`config.mk`:
```
export PLATFORM = sky130hd
export DESIGN_NAME = arbitro_rr_param_flat
export DESIGN_NICKNAME = d
export VERILOG_FILES = /design/src/rtl/arbitro_rr_param_pkg.sv /design/src/rtl/arbitro_rr_param_if.sv /design/src/rtl/arbitro_rr_param_sel.sv /design/src/rtl/arbitro_rr_param.sv /design/src/flat_wrapper.sv
export SDC_FILE = /design/constraint.sdc
export NUM_CORES = 1
export LEC_CHECK = 0
export ABC_AREA = 0
export BUFFER_PORTS_ARGS = -buffer_cell sky130_fd_sc_hd__buf_2
export CAP_MARGIN = 10
export CORE_MARGIN = 8
export CORE_UTILIZATION = 53
export DETAILED_ROUTE_END_ITERATION = 16
export GPL_ROUTABILITY_DRIVEN = 0
export MAX_ROUTING_LAYER = met4
export PLACE_DENSITY = 0.89
export SLEW_MARGIN = 15
export SYNTH_ARGS = -nofsm -noshare
export SYNTH_HDL_FRONTEND = slang
export SYNTH_SLANG_ARGS = --single-unit
```
`constraint.sdc`:
```
create_clock -name clk -period 5.6 [get_ports clk]
set_input_delay 0.28 -clock clk [delete_from_list [all_inputs] [get_ports clk]]
set_output_delay 0.28 -clock clk [all_outputs]
set_load 0.1 [all_outputs]
```
`src/rtl/arbitro_rr_param_pkg.sv`:
```
// Shared definitions for the parametrised round-robin / fixed-priority
// arbiter: mode encoding, FSM state type and a width helper.
package arbitro_pkg;

    // Arbitration mode as driven on the mode input.
    localparam logic MODE_RR    = 1'b0;
    localparam logic MODE_FIXED = 1'b1;

    // IDLE: no channel held. HOLD: one channel owns the grant for a burst.
    typedef enum logic {
        IDLE = 1'b0,
        HOLD = 1'b1
    } state_t;

    // Bits needed to index 'value' items (never less than one bit).
    function automatic int clog2(input int value);
        int w;
        w = 1;
        while ((1 << w) < value) begin
            w++;
        end
        return w;
    endfunction

endpackage

```
`src/rtl/arbitro_rr_param_if.sv`:
```
// FIFO-side signal bundle of the arbiter. The arbiter uses the slave view;
// whatever models the FIFOs around it uses the master view.
interface arbitro_rr_param_if #(
    parameter int N_IN   = 4,
    parameter int N_OUT  = 4,
    parameter int DATA_W = 8,
    parameter int DEST_W = 4,
    parameter int CNT_W  = 8
);
    logic                     mode;
    logic [N_IN*DATA_W-1:0]   in_data;
    logic [N_IN*DEST_W-1:0]   in_dest;
    logic [N_IN-1:0]          in_empty;
    logic [N_IN-1:0]          in_pop;
    logic [N_OUT-1:0]         out_full;
    logic [N_OUT-1:0]         out_push;
    logic [DATA_W-1:0]        out_data;
    logic [DEST_W-1:0]        out_dest;
    logic [N_IN-1:0]          grant;
    logic [CNT_W-1:0]         drop_cnt;

    modport master (
        output mode, in_data, in_dest, in_empty, out_full,
        input  in_pop, out_push, out_data, out_dest, grant, drop_cnt
    );

    modport slave (
        input  mode, in_data, in_dest, in_empty, out_full,
        output in_pop, out_push, out_data, out_dest, grant, drop_cnt
    );
endinterface

```
`src/rtl/arbitro_rr_param_sel.sv`:
```
// Rotating priority encoder: picks the first requester at or above the
// start index, wrapping to the lowest requester if none is found there.
// Fixed-priority mode always starts the scan at channel 0.
module arbitro_rr_sel
    import arbitro_pkg::*;
#(
    parameter int N_IN  = 4,
    parameter int PTR_W = 2
) (
    input  logic [N_IN-1:0]  req,
    input  logic [PTR_W-1:0] ptr,
    input  logic             mode,
    output logic [N_IN-1:0]  sel,
    output logic             valid
);

    logic [PTR_W-1:0] start;
    logic [N_IN-1:0]  hi_mask;
    logic [N_IN-1:0]  req_hi;
    logic [N_IN-1:0]  req_pick;

    // Mask off requesters below the start index, then isolate the lowest set bit.
    always_comb begin
        case (mode)
            MODE_RR:    start = ptr;
            MODE_FIXED: start = '0;
            default:    start = '0;
        endcase
        hi_mask = '0;
        for (int i = 0; i < N_IN; i++) begin
            hi_mask[i] = (i >= int'(start));
        end
        req_hi   = req & hi_mask;
        // Nothing at or above start: wrap around to the lowest requester.
        req_pick = (|req_hi) ? req_hi : req;
        sel      = req_pick & (-req_pick);
        valid    = |req;
    end

endmodule

```
`src/rtl/arbitro_rr_param.sv`:
```
// N_IN -> N_OUT FIFO arbiter with burst quantum, runtime round-robin or
// fixed-priority selection, and saturating accounting of words whose
// destination does not exist. Pop is combinational; push is registered.
module arbitro_rr_param
    import arbitro_pkg::*;
#(
    parameter int N_IN    = 4,
    parameter int N_OUT   = 4,
    parameter int DATA_W  = 8,
    parameter int DEST_W  = 4,
    parameter int QUANTUM = 4,
    parameter int CNT_W   = 8
) (
    input logic               clk,
    input logic               reset,
    arbitro_rr_param_if.slave bus
);

    localparam int PTR_W  = clog2(N_IN);
    localparam int HOLD_W = clog2(QUANTUM + 1);

    // Arbitration state
    state_t            state_q, state_d;
    logic [N_IN-1:0]   grant_q, grant_d;
    logic [PTR_W-1:0]  gidx_q, gidx_d;
    logic [PTR_W-1:0]  rr_ptr_q, rr_ptr_d;
    logic [HOLD_W-1:0] hold_q, hold_d;

    // Arbitration helpers
    logic [N_IN-1:0]   elig;
    logic [N_IN-1:0]   arb_sel;
    logic              arb_valid;
    logic [PTR_W-1:0]  arb_ptr;
    logic [PTR_W-1:0]  arb_idx;
    logic [PTR_W-1:0]  next_ptr;
    logic              held_elig;
    logic              keep;
    logic [N_IN-1:0]   pop;
    logic [N_IN-1:0]   pop_eff;

    // Popped word and its routing
    logic [DATA_W-1:0] pop_data;
    logic [DEST_W-1:0] pop_dest;
    logic              pop_any;
    logic [N_OUT-1:0]  push_d;
    logic              drop_d;

    // Output pipeline and drop counter
    logic [N_OUT-1:0]  push_q;
    logic [DATA_W-1:0] data_q;
    logic [DEST_W-1:0] dest_q;
    logic [CNT_W-1:0]  drop_q;

    // A channel may go if it has a word and its destination can take it;
    // words for missing outputs are always takeable since they are dropped.
    always_comb begin
        // NOTE: every combinational output gets a default before any branch,
        // so no path leaves a value unassigned and no latch is inferred.
        elig = '0;
        for (int i = 0; i < N_IN; i++) begin
            logic blocked;
            blocked = 1'b0;
            for (int j = 0; j < N_OUT; j++) begin
                if ((int'(bus.in_dest[i*DEST_W +: DEST_W]) == j) && bus.out_full[j]) begin
                    blocked = 1'b1;
                end
            end
            elig[i] = !bus.in_empty[i] && !blocked;
        end
    end

    assign held_elig = |(elig & grant_q);
    assign keep      = (state_q == HOLD) && held_elig && (hold_q < HOLD_W'(QUANTUM));
    assign next_ptr  = (gidx_q == PTR_W'(N_IN - 1)) ? '0 : gidx_q + PTR_W'(1);
    // On release the scan starts just past the old holder, so it is only
    // re-picked in round-robin mode when nobody else is eligible.
    assign arb_ptr   = (state_q == HOLD) ? next_ptr : rr_ptr_q;

    arbitro_rr_sel #(
        .N_IN  (N_IN),
        .PTR_W (PTR_W)
    ) u_sel (
        .req   (elig),
        .ptr   (arb_ptr),
        .mode  (bus.mode),
        .sel   (arb_sel),
        .valid (arb_valid)
    );

    // Convert the one-hot pick into an index for the pointer update.
    always_comb begin
        arb_idx = '0;
        for (int i = 0; i < N_IN; i++) begin
            if (arb_sel[i]) begin
                arb_idx = PTR_W'(i);
            end
        end
    end

    // Next-state logic: keep the burst going or re-arbitrate in the same cycle.
    always_comb begin
        state_d  = state_q;
        grant_d  = grant_q;
        gidx_d   = gidx_q;
        hold_d   = hold_q;
        rr_ptr_d = rr_ptr_q;
        pop      = '0;
        case (state_q)
            IDLE: begin
                if (arb_valid) begin
                    pop     = arb_sel;
                    grant_d = arb_sel;
                    gidx_d  = arb_idx;
                    hold_d  = HOLD_W'(1);
                    state_d = HOLD;
                end
            end
            HOLD: begin
                if (keep) begin
                    pop    = grant_q;
                    hold_d = hold_q + HOLD_W'(1);
                end else begin
                    // The pointer advances even in fixed-priority mode so a
                    // later switch to round-robin starts from a fair place.
                    rr_ptr_d = next_ptr;
                    if (arb_valid) begin
                        pop     = arb_sel;
                        grant_d = arb_sel;
                        gidx_d  = arb_idx;
                        hold_d  = HOLD_W'(1);
                    end else begin
                        grant_d = '0;
                        hold_d  = '0;
                        state_d = IDLE;
                    end
                end
            end
            default: begin
                state_d = IDLE;
            end
        endcase
    end

    // No word leaves the upstream FIFOs while reset is held.
    assign pop_eff    = reset ? '0 : pop;
    assign bus.in_pop = pop_eff;
    assign pop_any    = |pop_eff;

    // Select the popped word (at most one channel is popping).
    always_comb begin
        pop_data = '0;
        pop_dest = '0;
        for (int i = 0; i < N_IN; i++) begin
            if (pop_eff[i]) begin
                pop_data = bus.in_data[i*DATA_W +: DATA_W];
                pop_dest = bus.in_dest[i*DEST_W +: DEST_W];
            end
        end
    end

    // Route the popped word to its output, or mark it dropped if out of range.
    always_comb begin
        push_d = '0;
        for (int j = 0; j < N_OUT; j++) begin
            push_d[j] = pop_any && (int'(pop_dest) == j);
        end
        drop_d = pop_any && (int'(pop_dest) >= N_OUT);
    end

    // Arbitration state register.
    always_ff @(posedge clk) begin
        // NOTE: state registers use non-blocking assignments so every flop
        // samples the pre-edge value of the others, whatever the block order.
        if (reset) begin
            state_q  <= IDLE;
            grant_q  <= '0;
            gidx_q   <= '0;
            hold_q   <= '0;
            rr_ptr_q <= '0;
        end else begin
            state_q  <= state_d;
            grant_q  <= grant_d;
            gidx_q   <= gidx_d;
            hold_q   <= hold_d;
            rr_ptr_q <= rr_ptr_d;
        end
    end

    // Output pipeline: the word popped in cycle t is pushed in cycle t+1.
    always_ff @(posedge clk) begin
        // NOTE: the data/dest registers are reset as well, even though push
        // qualifies them, so the outputs read a defined 0 straight out of reset.
        if (reset) begin
            push_q <= '0;
            data_q <= '0;
            dest_q <= '0;
        end else begin
            push_q <= push_d;
            if (|push_d) begin
                data_q <= pop_data;
                dest_q <= pop_dest;
            end
        end
    end

    // Saturating count of words popped for a non-existent output.
    always_ff @(posedge clk) begin
        if (reset) begin
            drop_q <= '0;
        end else if (drop_d && (drop_q != '1)) begin
            drop_q <= drop_q + CNT_W'(1);
        end
    end

    assign bus.out_push = push_q;
    assign bus.out_data = data_q;
    assign bus.out_dest = dest_q;
    assign bus.grant    = grant_q;
    assign bus.drop_cnt = drop_q;

endmodule

```
`src/flat_wrapper.sv`:
```
// flat-port wrapper written by rule: the top's interface ports become plain ports
module arbitro_rr_param_flat import arbitro_pkg::*;
#(
    parameter int N_IN    = 4,
    parameter int N_OUT   = 4,
    parameter int DATA_W  = 8,
    parameter int DEST_W  = 4,
    parameter int QUANTUM = 4,
    parameter int CNT_W   = 8
)
  (clk, reset, bus_mode, bus_in_data, bus_in_dest, bus_in_empty, bus_out_full, bus_in_pop, bus_out_push, bus_out_data, bus_out_dest, bus_grant, bus_drop_cnt);
  arbitro_rr_param_if #(.N_IN(N_IN), .N_OUT(N_OUT), .DATA_W(DATA_W), .DEST_W(DEST_W), .CNT_W(CNT_W)) bus_i ();
  input logic clk;
  input logic reset;
  input wire logic [$bits(bus_i.mode)-1:0] bus_mode;
  input wire logic [$bits(bus_i.in_data)-1:0] bus_in_data;
  input wire logic [$bits(bus_i.in_dest)-1:0] bus_in_dest;
  input wire logic [$bits(bus_i.in_empty)-1:0] bus_in_empty;
  input wire logic [$bits(bus_i.out_full)-1:0] bus_out_full;
  output wire logic [$bits(bus_i.in_pop)-1:0] bus_in_pop;
  output wire logic [$bits(bus_i.out_push)-1:0] bus_out_push;
  output wire logic [$bits(bus_i.out_data)-1:0] bus_out_data;
  output wire logic [$bits(bus_i.out_dest)-1:0] bus_out_dest;
  output wire logic [$bits(bus_i.grant)-1:0] bus_grant;
  output wire logic [$bits(bus_i.drop_cnt)-1:0] bus_drop_cnt;
  assign bus_i.mode = bus_mode;
  assign bus_i.in_data = bus_in_data;
  assign bus_i.in_dest = bus_in_dest;
  assign bus_i.in_empty = bus_in_empty;
  assign bus_i.out_full = bus_out_full;
  assign bus_in_pop = bus_i.in_pop;
  assign bus_out_push = bus_i.out_push;
  assign bus_out_data = bus_i.out_data;
  assign bus_out_dest = bus_i.out_dest;
  assign bus_grant = bus_i.grant;
  assign bus_drop_cnt = bus_i.drop_cnt;
  arbitro_rr_param #(.N_IN(N_IN), .N_OUT(N_OUT), .DATA_W(DATA_W), .DEST_W(DEST_W), .QUANTUM(QUANTUM), .CNT_W(CNT_W)) u_core (.clk(clk), .reset(reset), .bus(bus_i));
endmodule
```
==> metrics.txt <==
cts bufs inserted 5; number of max-cap violations 0; total wire length 7.33 mm; row cnt 24; NetSw 0.000503 W; Gate power share 48.4%; hold_buf cts 0; Ports 91; outcome finished, final reports clean; Int Power 0.000546 W; Worst-Skew Late Latency 0.29 ns; crit-path max FO 19; clk buf depth 2; I/O Buffers 90; core footprint 4320 um2; DP Cell Count 410; crit path kind in2reg; Resize count post-CTS 0; Mapped Cells 281; Die X 82.7 um; syn_area_per_cell 8.39 um2; most frequently used cell type in the post-synthesis netlist dfxtp_1; Die Footprint 6840 um2; Sequential Power Share 30.1%; Synth Cell Area 2360 um2; min cycle time layout 4.34 ns; Reg2Reg Setup Slack 1.46 ns; Peak VDD IR 0.237 mV; Max H-tree Level 2; Die Height 82.7 um; initial antenna violation count 0; Synth Warn # 0; largest net degree at the start of global routing 34; clk slew on worst S/H paths 0.08 ns; filler instances 361; drt drc 0; NumNets Final 427; share of layout cells above drive strength 1 32.8%; Final period util 77.5%; hold depth 3; first-pass GRT wire length 11.1 mm; GRT Util Overall 21.3%; vias per std cell 6.30; top post-synthesis cells by count 36 x dfxtp_1, 23 x nor2_1, 16 x a21oi_1, 16 x nor3_1, 15 x inv_1; slew margin rel. 27.4%; non-filler cells, final 418; clock skew 0.00746 ns; CTS root buf clkbuf_8; HP Class in2reg; Post-synth EDFFs 0; vias in the first global route 2,392; clock sinks 36; Setup TNS 0 ns; dominant cells by area after synthesis dfxtp_1 31%, a221oi_1 4.5%, nor2_1 3.7%, nor2b_1 3.4%, a21oi_1 3.4%; CTS tree done; DR iter-0 viols 272; FF+latch count, synth 36; clock share of power 21.5%; Mapped Nets 343; top cell type's share of synthesized area 30.6%; 1st-pass router iterations 5; Worst-Margin Slew 1.09 ns; Antenna Nets Post-Route 0; final max-slew violation count 0; CP required 5.74 ns; Max Fclk 231 MHz; Worst Setup End Kind register; Leak 1.26 nW; Routed wire per std cell 17.5 um; final setup vio count 0; initial core utilization 54.5%; sequential area share after synthesis 30.6%; Sw Ratio 47.9%; total congestion overflow 0; count of final hold-check violations 0; Place WS 1.13 ns; synth unique cells 53; area delta synth->final 24.6%; Vias 2,634; Synth async-reset ratio 0%; number of setup buffers added after CTS 0; ANT cells 0; startpoint types input pin; Main synth FF type dfxtp_1; arrival time at the worst endpoint 4.47 ns; unrepaired setup endpoints after global routing no; R2R depth 10; final worst slack 1.26 ns; Synth area leader dfxtp_1; Pwr per Cell Area 357 nW/um2; Detailed Place HPWL 5.55 mm
-- through the flow --
step | utilization, % | power (W) | hold slack, ns | instance area, um2
floorplan | - | 0.000723 | 0.461 | 2360
global placement | 65.5 | 0.000812 | 0.441 | 2830
detailed placement | 65.5 | 0.000823 | 0.445 | 2830
CTS | 67.9 | 0.00104 | 0.370 | 2940
global route | 67.9 | 0.00110 | 0.385 | 2940
finish | 67.9 | 0.00105 | 0.373 | 2940
-- sequential cells by signal, summed over array words and instances, names as in the netlist --
name,count
u_core.bus.drop_cnt,8
u_core.bus.out_data,8
u_core.bus.grant,4
u_core.bus.out_dest,4
u_core.bus.out_push,4
u_core.hold_q,3
u_core.gidx_q,2
u_core.rr_ptr_q,2
u_core.state_q,1
-- power by group through the flow --
stage          Combinational (W)  Clock [W]  Sequential [W]
2_1_floorplan           0.000215          0        0.000508
3_3_place_gp            0.000492          0        0.000320
3_5_place_dp            0.000502          0        0.000321
4_1_cts                 0.000504   0.000225        0.000315
5_1_grt                 0.000538   0.000242        0.000321
6_report                0.000508   0.000226        0.000316
-- layout make-up --
class	count	area, um2	area share [%]
Sequential cell	36	721	24.5
Clock inverter	2	35.0	1.19
Timing Repair Buffer	94	480	16.4
Clock buffer	6	72.6	2.47
Multi-Input combinational cell	213	1510	51.3
Inverter	15	56.3	1.92
Tap cell	52	65.1	2.21
-- cell usage in the layout, fill, tap and decap left out, types with 3 or more instances in the layout --
cell | synthesis | routed
dfxtp_1 | 36 | 36
o31ai_1 | 5 | 5
clkbuf_8 | 0 | 5
or4_1 | 7 | 7
nand2b_1 | 7 | 7
nor3_1 | 16 | 16
ha_1 | 3 | 3
nand3_1 | 6 | 6
o21ai_0 | 7 | 7
nor2_1 | 23 | 23
inv_1 | 15 | 15
a21o_1 | 5 | 5
nor2b_1 | 13 | 13
a221oi_1 | 12 | 12
and3_1 | 4 | 4
nand2_1 | 13 | 13
nor3b_1 | 4 | 4
a21oi_1 | 16 | 16
mux2_2 | 6 | 6
a22oi_1 | 4 | 4
nor4_1 | 3 | 3
buf_2 | 8 | 90
a211oi_1 | 9 | 9
o311ai_1 | 4 | 4
a2111oi_0 | 9 | 9
buf_4 | 0 | 4
a2111o_1 | 3 | 3
-- logic make-up (layout without fill, tap and decap cells) --
group / count (synthesis) / count (layout) / share of synthesized area [%]
simple gates: 106 / 106 / 24.5
mux: 11 / 11 / 5.73
fa+ha+maj: 3 / 3 / 1.59
buf+inv: 32 / 117 / 5.52
compound gates: 93 / 93 / 32.1
flops: 36 / 36 / 30.6
-- final timing paths --
check | start | endpoint
worst min register to register | u_core.bus.out_data[2] | u_core.bus.out_data[2]
worst max-delay path | bus_in_dest[15] | u_core.bus.out_data[4]
worst min-delay path | bus_in_data[30] | u_core.bus.out_data[6]
worst max register to register | u_core.gidx_q[0] | u_core.bus.out_data[4]
-- worst max-delay path: stages --
cell      delay [ns]
buf_2           0.13
nor3_1          0.34
a221oi_4        0.17
a222oi_1        0.80
a21oi_4         0.29
o22ai_1         0.89
a221oi_1        0.24
o21ai_1         0.70
nand2b_1        0.46
a211oi_1        0.16
-- routing by layer --
metal	part of all wire, %	up-vias	GRT usage (%)
li1	-	1264	-
met1	41	1223	25.1
met2	49	133	34.1
met3	8.6	14	5.74
met4	1.5	0	7.07
met5	0	-	-
Note: power is estimated with default switching activity, not from simulation.
